File: config.mk
export PLATFORM = sky130hd
export DESIGN_NAME = hex_cmd_parser
export DESIGN_NICKNAME = d
export VERILOG_FILES = /design/src/rtl/hex_cmd_parser.sv
export SDC_FILE = /design/constraint.sdc
export NUM_CORES = 1
export LEC_CHECK = 0
export CAP_MARGIN = 20
export CORE_MARGIN = 2
export CORE_UTILIZATION = 58
export CTS_CLUSTER_DIAMETER = 50
export CTS_CLUSTER_SIZE = 14
export DETAILED_ROUTE_END_ITERATION = 10
export PLACE_DENSITY = 0.94
export SLEW_MARGIN = 10
export SYNTH_ARGS = -nofsm -noshare
export SYNTH_HDL_FRONTEND = slang
export SYNTH_SLANG_ARGS = --single-unit
File: constraint.sdc
create_clock -name clk -period 7.3 [get_ports clk]
set_input_delay 1.46 -clock clk [delete_from_list [all_inputs] [get_ports clk]]
set_output_delay 1.46 -clock clk [all_outputs]
set_load 0.05 [all_outputs]
File: src/rtl/hex_cmd_parser.sv
// ASCII "AAAA*BBBB<CR>" command parser driving a Booth multiplier's operands and start/done.
// Optional byte echo on tx_* is built only when HEX_PARSER_ECHO_EN is defined.
module hex_cmd_parser #(
  parameter int CALC_CYCLES = 16
) (
  input  logic        clk,
  input  logic        rst,
  input  logic [7:0]  rx_data,
  input  logic        rx_valid,
  output logic [15:0] M,
  output logic [15:0] Q,
  output logic        start,
  output logic        busy,
  output logic        done,
  output logic        err,
  output logic [7:0]  tx_data,
  output logic        tx_valid
);

  localparam logic [2:0] S_IDLE  = 3'd0;
  localparam logic [2:0] S_OPA   = 3'd1;
  localparam logic [2:0] S_OPB   = 3'd2;
  localparam logic [2:0] S_CALC  = 3'd3;
  localparam logic [2:0] S_FLUSH = 3'd4;

  localparam int            CW       = $clog2(CALC_CYCLES + 1);
  localparam logic [CW-1:0] CNT_LOAD = CW'(CALC_CYCLES);
  localparam logic [CW-1:0] CNT_ONE  = CW'(1);

  localparam logic [7:0] CH_CR   = 8'h0D;
  localparam logic [7:0] CH_SP   = 8'h20;
  localparam logic [7:0] CH_STAR = 8'h2A;

  logic [2:0]    state_q, state_d;
  logic [15:0]   acc_q, acc_d;
  logic [15:0]   a_q, a_d;
  logic [15:0]   m_q, m_d;
  logic [15:0]   q_q, q_d;
  logic [2:0]    dig_q, dig_d;
  logic [CW-1:0] cnt_q, cnt_d;
  logic          start_q, start_d;
  logic          busy_q, busy_d;
  logic          done_q, done_d;
  logic          err_q, err_d;

  logic       is_hex;
  logic [3:0] nib;

  // Letters A-F and a-f share the low nibble 1..6, so +9 gives 10..15.
  always_comb begin
    is_hex = 1'b1;
    nib    = 4'h0;
    if (rx_data >= 8'h30 && rx_data <= 8'h39) begin
      nib = rx_data[3:0];
    end else if ((rx_data >= 8'h41 && rx_data <= 8'h46) ||
                 (rx_data >= 8'h61 && rx_data <= 8'h66)) begin
      nib = rx_data[3:0] + 4'd9;
    end else begin
      is_hex = 1'b0;
    end
  end

  always_comb begin
    state_d = state_q;
    acc_d   = acc_q;
    a_d     = a_q;
    m_d     = m_q;
    q_d     = q_q;
    dig_d   = dig_q;
    cnt_d   = cnt_q;
    busy_d  = busy_q;
    start_d = 1'b0;
    done_d  = 1'b0;
    err_d   = 1'b0;
    case (state_q)
      S_IDLE: begin
        if (rx_valid) begin
          if (is_hex) begin
            state_d = S_OPA;
            acc_d   = {12'h000, nib};
            dig_d   = 3'd1;
          end else if (rx_data != CH_CR && rx_data != CH_SP) begin
            err_d   = 1'b1;
            state_d = S_FLUSH;
          end
        end
      end
      S_OPA, S_OPB: begin
        if (rx_valid && rx_data != CH_SP) begin
          if (is_hex && dig_q != 3'd4) begin
            acc_d = {acc_q[11:0], nib};
            dig_d = dig_q + 3'd1;
          end else if (state_q == S_OPA && rx_data == CH_STAR) begin
            a_d     = acc_q;
            acc_d   = 16'h0000;
            dig_d   = 3'd0;
            state_d = S_OPB;
          end else if (state_q == S_OPB && rx_data == CH_CR && dig_q != 3'd0) begin
            m_d     = a_q;
            q_d     = acc_q;
            start_d = 1'b1;
            busy_d  = 1'b1;
            cnt_d   = CNT_LOAD;
            state_d = S_CALC;
          end else begin
            // A malformed CR already terminates the line, so there is nothing left to flush.
            err_d   = 1'b1;
            state_d = (rx_data == CH_CR) ? S_IDLE : S_FLUSH;
          end
        end
      end
      S_CALC: begin
        if (cnt_q != '0) begin
          cnt_d  = cnt_q - CNT_ONE;
          done_d = (cnt_q == CNT_ONE);
        end else begin
          busy_d  = 1'b0;
          state_d = S_IDLE;
        end
      end
      S_FLUSH: begin
        if (rx_valid && rx_data == CH_CR) state_d = S_IDLE;
      end
      default: state_d = S_IDLE;
    endcase
  end

  always_ff @(posedge clk or posedge rst) begin
    if (rst) begin
      state_q <= S_IDLE;
      acc_q   <= 16'h0000;
      a_q     <= 16'h0000;
      m_q     <= 16'h0000;
      q_q     <= 16'h0000;
      dig_q   <= 3'd0;
      cnt_q   <= '0;
      start_q <= 1'b0;
      busy_q  <= 1'b0;
      done_q  <= 1'b0;
      err_q   <= 1'b0;
    end else begin
      state_q <= state_d;
      acc_q   <= acc_d;
      a_q     <= a_d;
      m_q     <= m_d;
      q_q     <= q_d;
      dig_q   <= dig_d;
      cnt_q   <= cnt_d;
      start_q <= start_d;
      busy_q  <= busy_d;
      done_q  <= done_d;
      err_q   <= err_d;
    end
  end

  assign M     = m_q;
  assign Q     = q_q;
  assign start = start_q;
  assign busy  = busy_q;
  assign done  = done_q;
  assign err   = err_q;

`ifdef HEX_PARSER_ECHO_EN
  logic [7:0] tx_data_q, tx_data_d;
  logic       tx_valid_q, tx_valid_d;

  // Every byte seen outside CALC is echoed, including ones that trigger or follow an error.
  always_comb begin
    tx_valid_d = rx_valid && (state_q != S_CALC);
    tx_data_d  = tx_valid_d ? rx_data : tx_data_q;
  end

  always_ff @(posedge clk or posedge rst) begin
    if (rst) begin
      tx_data_q  <= 8'h00;
      tx_valid_q <= 1'b0;
    end else begin
      tx_data_q  <= tx_data_d;
      tx_valid_q <= tx_valid_d;
    end
  end

  assign tx_data  = tx_data_q;
  assign tx_valid = tx_valid_q;
`else
  assign tx_data  = 8'h00;
  assign tx_valid = 1'b0;
`endif

endmodule

==> results of run 1 <==
routing by layer:
| metal | up-vias | global-route usage | wire length, um |
|---|---|---|---|
| met1 | 1329 | 0.2687 | 2998 |
| li1 | 1241 | - | - |
| met2 | 107 | 0.3801 | 4068 |
| met3 | 30 | 0.03835 | 363 |
| met4 | 0 | 0.1111 | 306 |
| met5 | - | 0 | 0 |
power by group through the flow:
| stage | combinational, mW | clock [mW] | sequential [mW] |
|---|---|---|---|
| 2_1_floorplan | 0.107 | 0 | 0.476 |
| 6_report | 0.133 | 0.323 | 0.469 |
| 5_1_grt | 0.143 | 0.343 | 0.471 |
| 4_1_cts | 0.129 | 0.324 | 0.468 |
| 3_5_place_dp | 0.128 | 0 | 0.476 |
| 3_3_place_gp | 0.124 | 0 | 0.477 |
metrics by stage:
| stage | instance area, um2 | cells | setup WS (ps) | total power [mW] | hold slack (ps) |
|---|---|---|---|---|---|
| 6_report | 4451 | 469 | 3393 | 0.9249 | 480.4 |
| 5_1_grt | 4451 | 469 | 3227 | 0.9577 | 506.4 |
| 4_1_cts | 4428 | 467 | 3205 | 0.9213 | 483.5 |
| 3_5_place_dp | 4233 | 453 | 2894 | 0.6043 | 463.0 |
| 3_3_place_gp | 4233 | 453 | 2980 | 0.6010 | 454.8 |
| 2_1_floorplan | 3807 | 352 | 3817 | 0.5833 | 440.2 |
flip-flops by register name, summed over array words and instances, names as in the netlist, 3 cells and up:
name,cells
acc_q,16
M,16
Q,16
cnt_q,5
state_q,3
dig_q,3
a_q,16
final timing paths:
check	start	end	slack, ps
worst min-delay path	a_q[5]	a_q[5]	480
worst min register to register	a_q[5]	a_q[5]	480
worst max-delay path	rx_data[3]	cnt_q[0]	3390
worst max register to register	dig_q[0]	cnt_q[0]	4660
max in group asynchronous	rst	Q[10]	4980
min in group asynchronous	rst	a_q[4]	1730
cell usage after synthesis, types with 2 or more instances:
| master | instances | area share |
|---|---|---|
| o21a_1 | 2 | 0.0040 |
| inv_1 | 9 | 0.0089 |
| mux2_2 | 28 | 0.083 |
| nor4_1 | 2 | 0.0033 |
| clkbuf_1 | 7 | 0.0070 |
| nor3_1 | 4 | 0.0053 |
| xnor2_1 | 2 | 0.0046 |
| a21oi_1 | 5 | 0.0066 |
| o21ai_1 | 2 | 0.0026 |
| mux2i_1 | 19 | 0.050 |
| nor2_1 | 8 | 0.0079 |
| nand2_1 | 92 | 0.091 |
| buf_2 | 5 | 0.0066 |
| o211ai_1 | 2 | 0.0040 |
| nand4bb_1 | 2 | 0.0060 |
| buf_4 | 9 | 0.018 |
| nand4_1 | 3 | 0.0050 |
| dfrtp_1 | 79 | 0.52 |
| o21ai_0 | 6 | 0.0079 |
| nand3b_1 | 2 | 0.0040 |
| nor3b_1 | 3 | 0.0060 |
| buf_6 | 2 | 0.0060 |
| a21o_1 | 2 | 0.0040 |
| mux2_1 | 7 | 0.021 |
| ha_1 | 9 | 0.030 |
| and3_1 | 3 | 0.0050 |
| nand2b_1 | 2 | 0.0033 |
cell families (layout without fill, tap and decap cells):
kind of cell             Yosys count  count (layout)
AND/OR/NAND/NOR                  133             133
flip-flops                        79              79
multiplexers                      54              54
AO/OA/AOI/OAI                     33              33
buffers and inverters             33              73
adder cells (fa/ha/maj)            9               9
XOR/XNOR                           2               2
other                              1               9
layout make-up:
cell class / instances / area, um2 / area share
Clock inverter: 3 / 43.79 / 0.009840
Inverter: 9 / 33.78 / 0.007591
Tap cell: 77 / 96.34 / 0.02165
Clock buffer: 11 / 151.4 / 0.03402
Timing Repair Buffer: 50 / 498.0 / 0.1119
Sequential cell: 79 / 1977 / 0.4442
Multi-Input combinational cell: 240 / 1650 / 0.3708
worst max-delay path, delay by kind of cell:
family          cells  cell delay (ps)
compound gates      1              200
mux                 1              300
simple gates        3             1520
buf+inv             1              650
==> impl_metrics.tcl, run 1 <==
set metrics [dict create \
    max_slew_margin 0.3366 \
    grt_pass1_wl_um 12580 \
    cp_slowest_cell "nor2_4" \
    cts_tree "yes" \
    tightest_slew_ps 992.7 \
    start_kind "primary input" \
    synth_ff_type "dfrtp_1" \
    min_path_cells 2 \
    hold_violations 0 \
    row_count 29 \
    coreArea_mm2 0.006314 \
    finalCritPeriodShare 0.5352 \
    hp-class "flip-flop to flip-flop" \
    vias_per_cell 5.772 \
    power_switching_mw 0.2498 \
    cts_num_sinks 79 \
    post_cts_buffers 0 \
    path_max_fanout 36 \
    maxCapViolations 0 \
    switching_share 0.2701 \
    synth_seq_area_share 0.5234 \
    synth-edff-count 0 \
    first_pass_iters 4 \
    grt_setup_unrepaired "no" \
    clock.fmax_mhz 256.0 \
    routed_wirelength_um 7737 \
    worstPathRequired_ps 7540 \
    grt_overflow_total 0 \
    tns_ps 0 \
    dpl.hpwl_um 5101 \
    combPwrFrac 0.144 \
    grt_max_degree 80 \
    post_cts_resized 0 \
    fill_cells 443 \
    synth_compound_area_frac 0.06724 \
    clock_insertion_delay_worst_skew_ps 350 \
    postSynthCellCount 344 \
    synth_xor_xnor_area_share 0.004637 \
    synthMuxAreaShare 0.1547 \
    p_per_area_mw_per_mm2 207.8 \
    ys_ff_latch 79 \
    syn2layout_area_growth_pct 17.82 \
    fin_util 0.7049 \
    diodes 0 \
    async_reset_ff_frac 1.000 \
    crit_chain "clkdlybuf4s50_1, nor4b_2, nand4_1, nor2_4, o21ai_1, mux2_2" \
    finClkSkew_ps 5.478 \
    wl_per_cell_um 16.50 \
    power.internal_mw 0.6750 \
    synth_top_family_by_area "simple AND/OR/NAND/NOR gates" \
    grt_pass1_vias 2712 \
    cp-end-kind "flip-flop" \
    slowest_delay_ps 840 \
    grt_antenna_before_repair 0 \
    setup_viol 0 \
    mostFrequentLayoutCell "nand2_1" \
    clock_path_buffers 2 \
    drv_slew 0 \
    synth_cell_types 55 \
    syn-cell-area_mm2 0.003777 \
    die-area_mm2 0.007174 \
    ant_nets 0 \
    worstPathArrival_ps 4140 \
    ir_drop_v 0.0001139 \
    die_h_um 84.70 \
    synthAdderAreaFrac 0.02981 \
    ios 56 \
    globalplace.congestion 0.8854 \
    mostFrequentLayoutCells "nand2_1, dfrtp_1, clkdlybuf4s50_1" \
    drive_gt1_frac 0.1480 \
    vias 2707 \
    pwr-share-seq 0.507 \
    fin_crit_ps 3907 \
    ff2ff_path_depth 7 \
    numCtsBuffers 9 \
    die_x_um 84.70 \
    path_clk_slew_ps 70 \
    drt-initial-drc-count 204 \
    syn_area_per_cell_um2 10.98 \
    p_clk_frac 0.349 \
    cts_hold_buf 0 \
    start_util 0.5983 \
    nNetsFinal 409 \
    root_buffer "clkbuf_8" \
    drc 0 \
    power.leakage_nw 2.107 \
    crit_type "primary input to flip-flop" \
    port_buffers 46 \
    htreeDepth 3 \
    synth-simple-area-share 0.1676 \
    ys_warn_count 0 \
    grt_usage 0.2213 \
    status "finished, final reports clean" \
]
Note: power is estimated with default switching activity, not from simulation.
==> inputs of run 2 (changes only) <==
--- a/config.mk
+++ b/config.mk
@@ -7,11 +7,11 @@
 export LEC_CHECK = 0
 export CAP_MARGIN = 20
 export CORE_MARGIN = 2
-export CORE_UTILIZATION = 58
+export CORE_UTILIZATION = 49
 export CTS_CLUSTER_DIAMETER = 50
 export CTS_CLUSTER_SIZE = 14
 export DETAILED_ROUTE_END_ITERATION = 10
-export PLACE_DENSITY = 0.94
+export PLACE_DENSITY = 0.85
 export SLEW_MARGIN = 10
 export SYNTH_ARGS = -nofsm -noshare
 export SYNTH_HDL_FRONTEND = slang
==> constraint.sdc (replaced) <==
create_clock -name clk -period 3.5 [get_ports clk]
set_input_delay 0.7 -clock clk [delete_from_list [all_inputs] [get_ports clk]]
set_output_delay 0.7 -clock clk [all_outputs]
set_load 0.05 [all_outputs]
==> impl_metrics.tcl, run 2 (same netlist as run 1, synthesis figures left out) <==
set metrics [dict create \
    status "finished, final reports clean" \
    first_pass_iters 4 \
    mostFrequentLayoutCells "nand2_1, dfrtp_1, clkdlybuf4s50_1" \
    setup_viol 0 \
    p_clk_frac 0.341 \
    max_slew_margin 0.5576 \
    routed_wirelength_um 7292 \
    ios 56 \
    grt_setup_unrepaired "no" \
    start_util 0.4965 \
    fin_cells 508 \
    grt_overflow_total 0 \
    slowest_delay_ps 620 \
    htreeDepth 3 \
    syn2layout_area_growth_pct 21.17 \
    top_layer "met4" \
    grt_usage 0.1804 \
    clock.fmax_mhz 332.4 \
    root_buffer "clkbuf_8" \
    fin_crit_ps 3008 \
    ir_drop_v 0.0001812 \
    port_buffers 46 \
    setup_slack_ps 491.7 \
    routed-wl-met3_um 308 \
    grt_max_degree 37 \
    drt-met1-wl_um 3287 \
    mostFrequentLayoutCell "nand2_1" \
    cp-end-kind "flip-flop" \
    r2r_start "dig_q[0]" \
    tightest_slew_ps 661.5 \
    grt_pass1_vias 2653 \
    die-area_mm2 0.008427 \
    pwr-share-seq 0.505 \
    finalCritPeriodShare 0.8595 \
    critPathLaunch "rx_data[7]" \
    path_max_fanout 10 \
    cts_tree "yes" \
    ant_nets 0 \
    worstPathArrival_ps 3260 \
    cts_num_sinks 79 \
    globalplace.congestion 0.8878 \
    coreArea_mm2 0.007607 \
    fin_util 0.6016 \
    hp-class "flip-flop to flip-flop" \
    clock_insertion_delay_worst_skew_ps 340 \
    met2_length_um 3472 \
    crit_type "primary input to flip-flop" \
    cp_slowest_cell "a211oi_4" \
    cp_num_buf_inv 2 \
    crit_chain "clkdlybuf4s50_1, or4b_4, a2111oi_4, nor2_2, a211oi_4, buf_6, mux2i_1" \
    post_cts_resized 0 \
    p_per_area_mw_per_mm2 422.9 \
    numCtsBuffers 9 \
    power.leakage_nw 2.159 \
    place_inst 491 \
    combPwrFrac 0.154 \
    post_cts_buffers 0 \
    crit_family "compound AO/OA/AOI/OAI gates" \
    drive_gt1_frac 0.1700 \
    row_count 32 \
    vias 2692 \
    grt_pass1_wl_um 12030 \
    worstPathRequired_ps 3760 \
    fin_area_mm2 0.004577 \
    drv_slew 0 \
    wl_per_cell_um 14.35 \
    path_clk_slew_ps 70 \
    die_h_um 91.80 \
    clock_path_buffers 2 \
    diodes 0 \
    cts_hold_buf 0 \
    nNetsFinal 421 \
    dpl.hpwl_um 5122 \
    grt_antenna_before_repair 0 \
    power_switching_mw 0.5212 \
    vias_per_cell 5.299 \
    maxCapViolations 0 \
    drt-initial-drc-count 167 \
    power.internal_mw 1.414 \
    drc 0 \
    dpl_cell_area_mm2 0.004374 \
    switching_share 0.2692 \
    min_from "a_q[2]" \
    tns_ps 0 \
    dp_slack_ps -41.99 \
    start_kind "primary input" \
    die_x_um 91.80 \
    finClkSkew_ps 7.591 \
    hold_violations 0 \
]
-- run 2: changes by cell type in the layout (fill, tap and decap cells not counted) --
| cell | previous run | this run |
|---|---|---|
| clkinvlp_4 | 0 | 1 |
| buf_6 | 2 | 1 |
| clkbuf_1 | 0 | 3 |
| buf_4 | 2 | 14 |
| buf_12 | 0 | 1 |
| clkinv_4 | 1 | 0 |
| clkbuf_8 | 11 | 10 |
-- run 2: per-layer routing --
layer / vias up / GRT usage
li1: 1275 / -
met1: 1328 / 0.2323
met3: 19 / 0.03944
met2: 70 / 0.2831
met4: 0 / 0.1020
met5: - / 0
-- run 2: final cells by class --
| type | count | area (um2) |
|---|---|---|
| Clock buffer | 13 | 148.9 |
| Inverter | 9 | 33.78 |
| Sequential cell | 79 | 1977 |
| Timing Repair Buffer | 62 | 596.8 |
| Fill cell | 617 | 3030 |
| Multi-Input combinational cell | 240 | 1650 |
| Tap cell | 102 | 127.6 |
| Clock inverter | 3 | 42.54 |
-- run 2: worst paths after layout --
path                             to  slack [ps]  cells past startpoint
max                        acc_q[2]         490                      7
min                          a_q[2]         470                      2
max reg2reg                acc_q[2]        1020                      7
min reg2reg                  a_q[2]         470                      2
max in group asynchronous  dig_q[0]        1940                      3
min in group asynchronous      M[0]         770                      2
-- run 2: worst reg2reg max path, stage by stage (launching register included) --
cell       delay (ps)
dfrtp_1           400
inv_1              70
ha_1              270
a2111oi_4         450
nor2_2            100
a211oi_4          620
buf_6             260
mux2i_1           220
-- run 2: power by group through the flow --
stage / logic (mW) / registers [mW] / clock network (mW)
floorplan: 0.223 / 0.993 / 0
global placement: 0.283 / 0.994 / 0
detailed placement: 0.290 / 0.994 / 0
CTS: 0.292 / 0.977 / 0.669
global route: 0.320 / 0.981 / 0.708
finish: 0.298 / 0.978 / 0.660
-- run 2: per-stage QoR --
step	hold slack [ps]	power (mW)
2_1_floorplan	440.2	1.217
3_3_place_gp	452.3	1.278
3_5_place_dp	456.8	1.284
4_1_cts	475.1	1.938
5_1_grt	499.0	2.009
6_report	471.9	1.936
==> inputs of run 3 (changes only) <==
--- a/config.mk
+++ b/config.mk
@@ -12,7 +12,7 @@
 export CTS_CLUSTER_SIZE = 14
 export DETAILED_ROUTE_END_ITERATION = 10
 export PLACE_DENSITY = 0.85
-export SLEW_MARGIN = 10
+export SLEW_MARGIN = 20
 export SYNTH_ARGS = -nofsm -noshare
 export SYNTH_HDL_FRONTEND = slang
 export SYNTH_SLANG_ARGS = --single-unit
==> results of run 3 <==
Same layout as run 2: the final DEF is identical, and so are final timing and power.
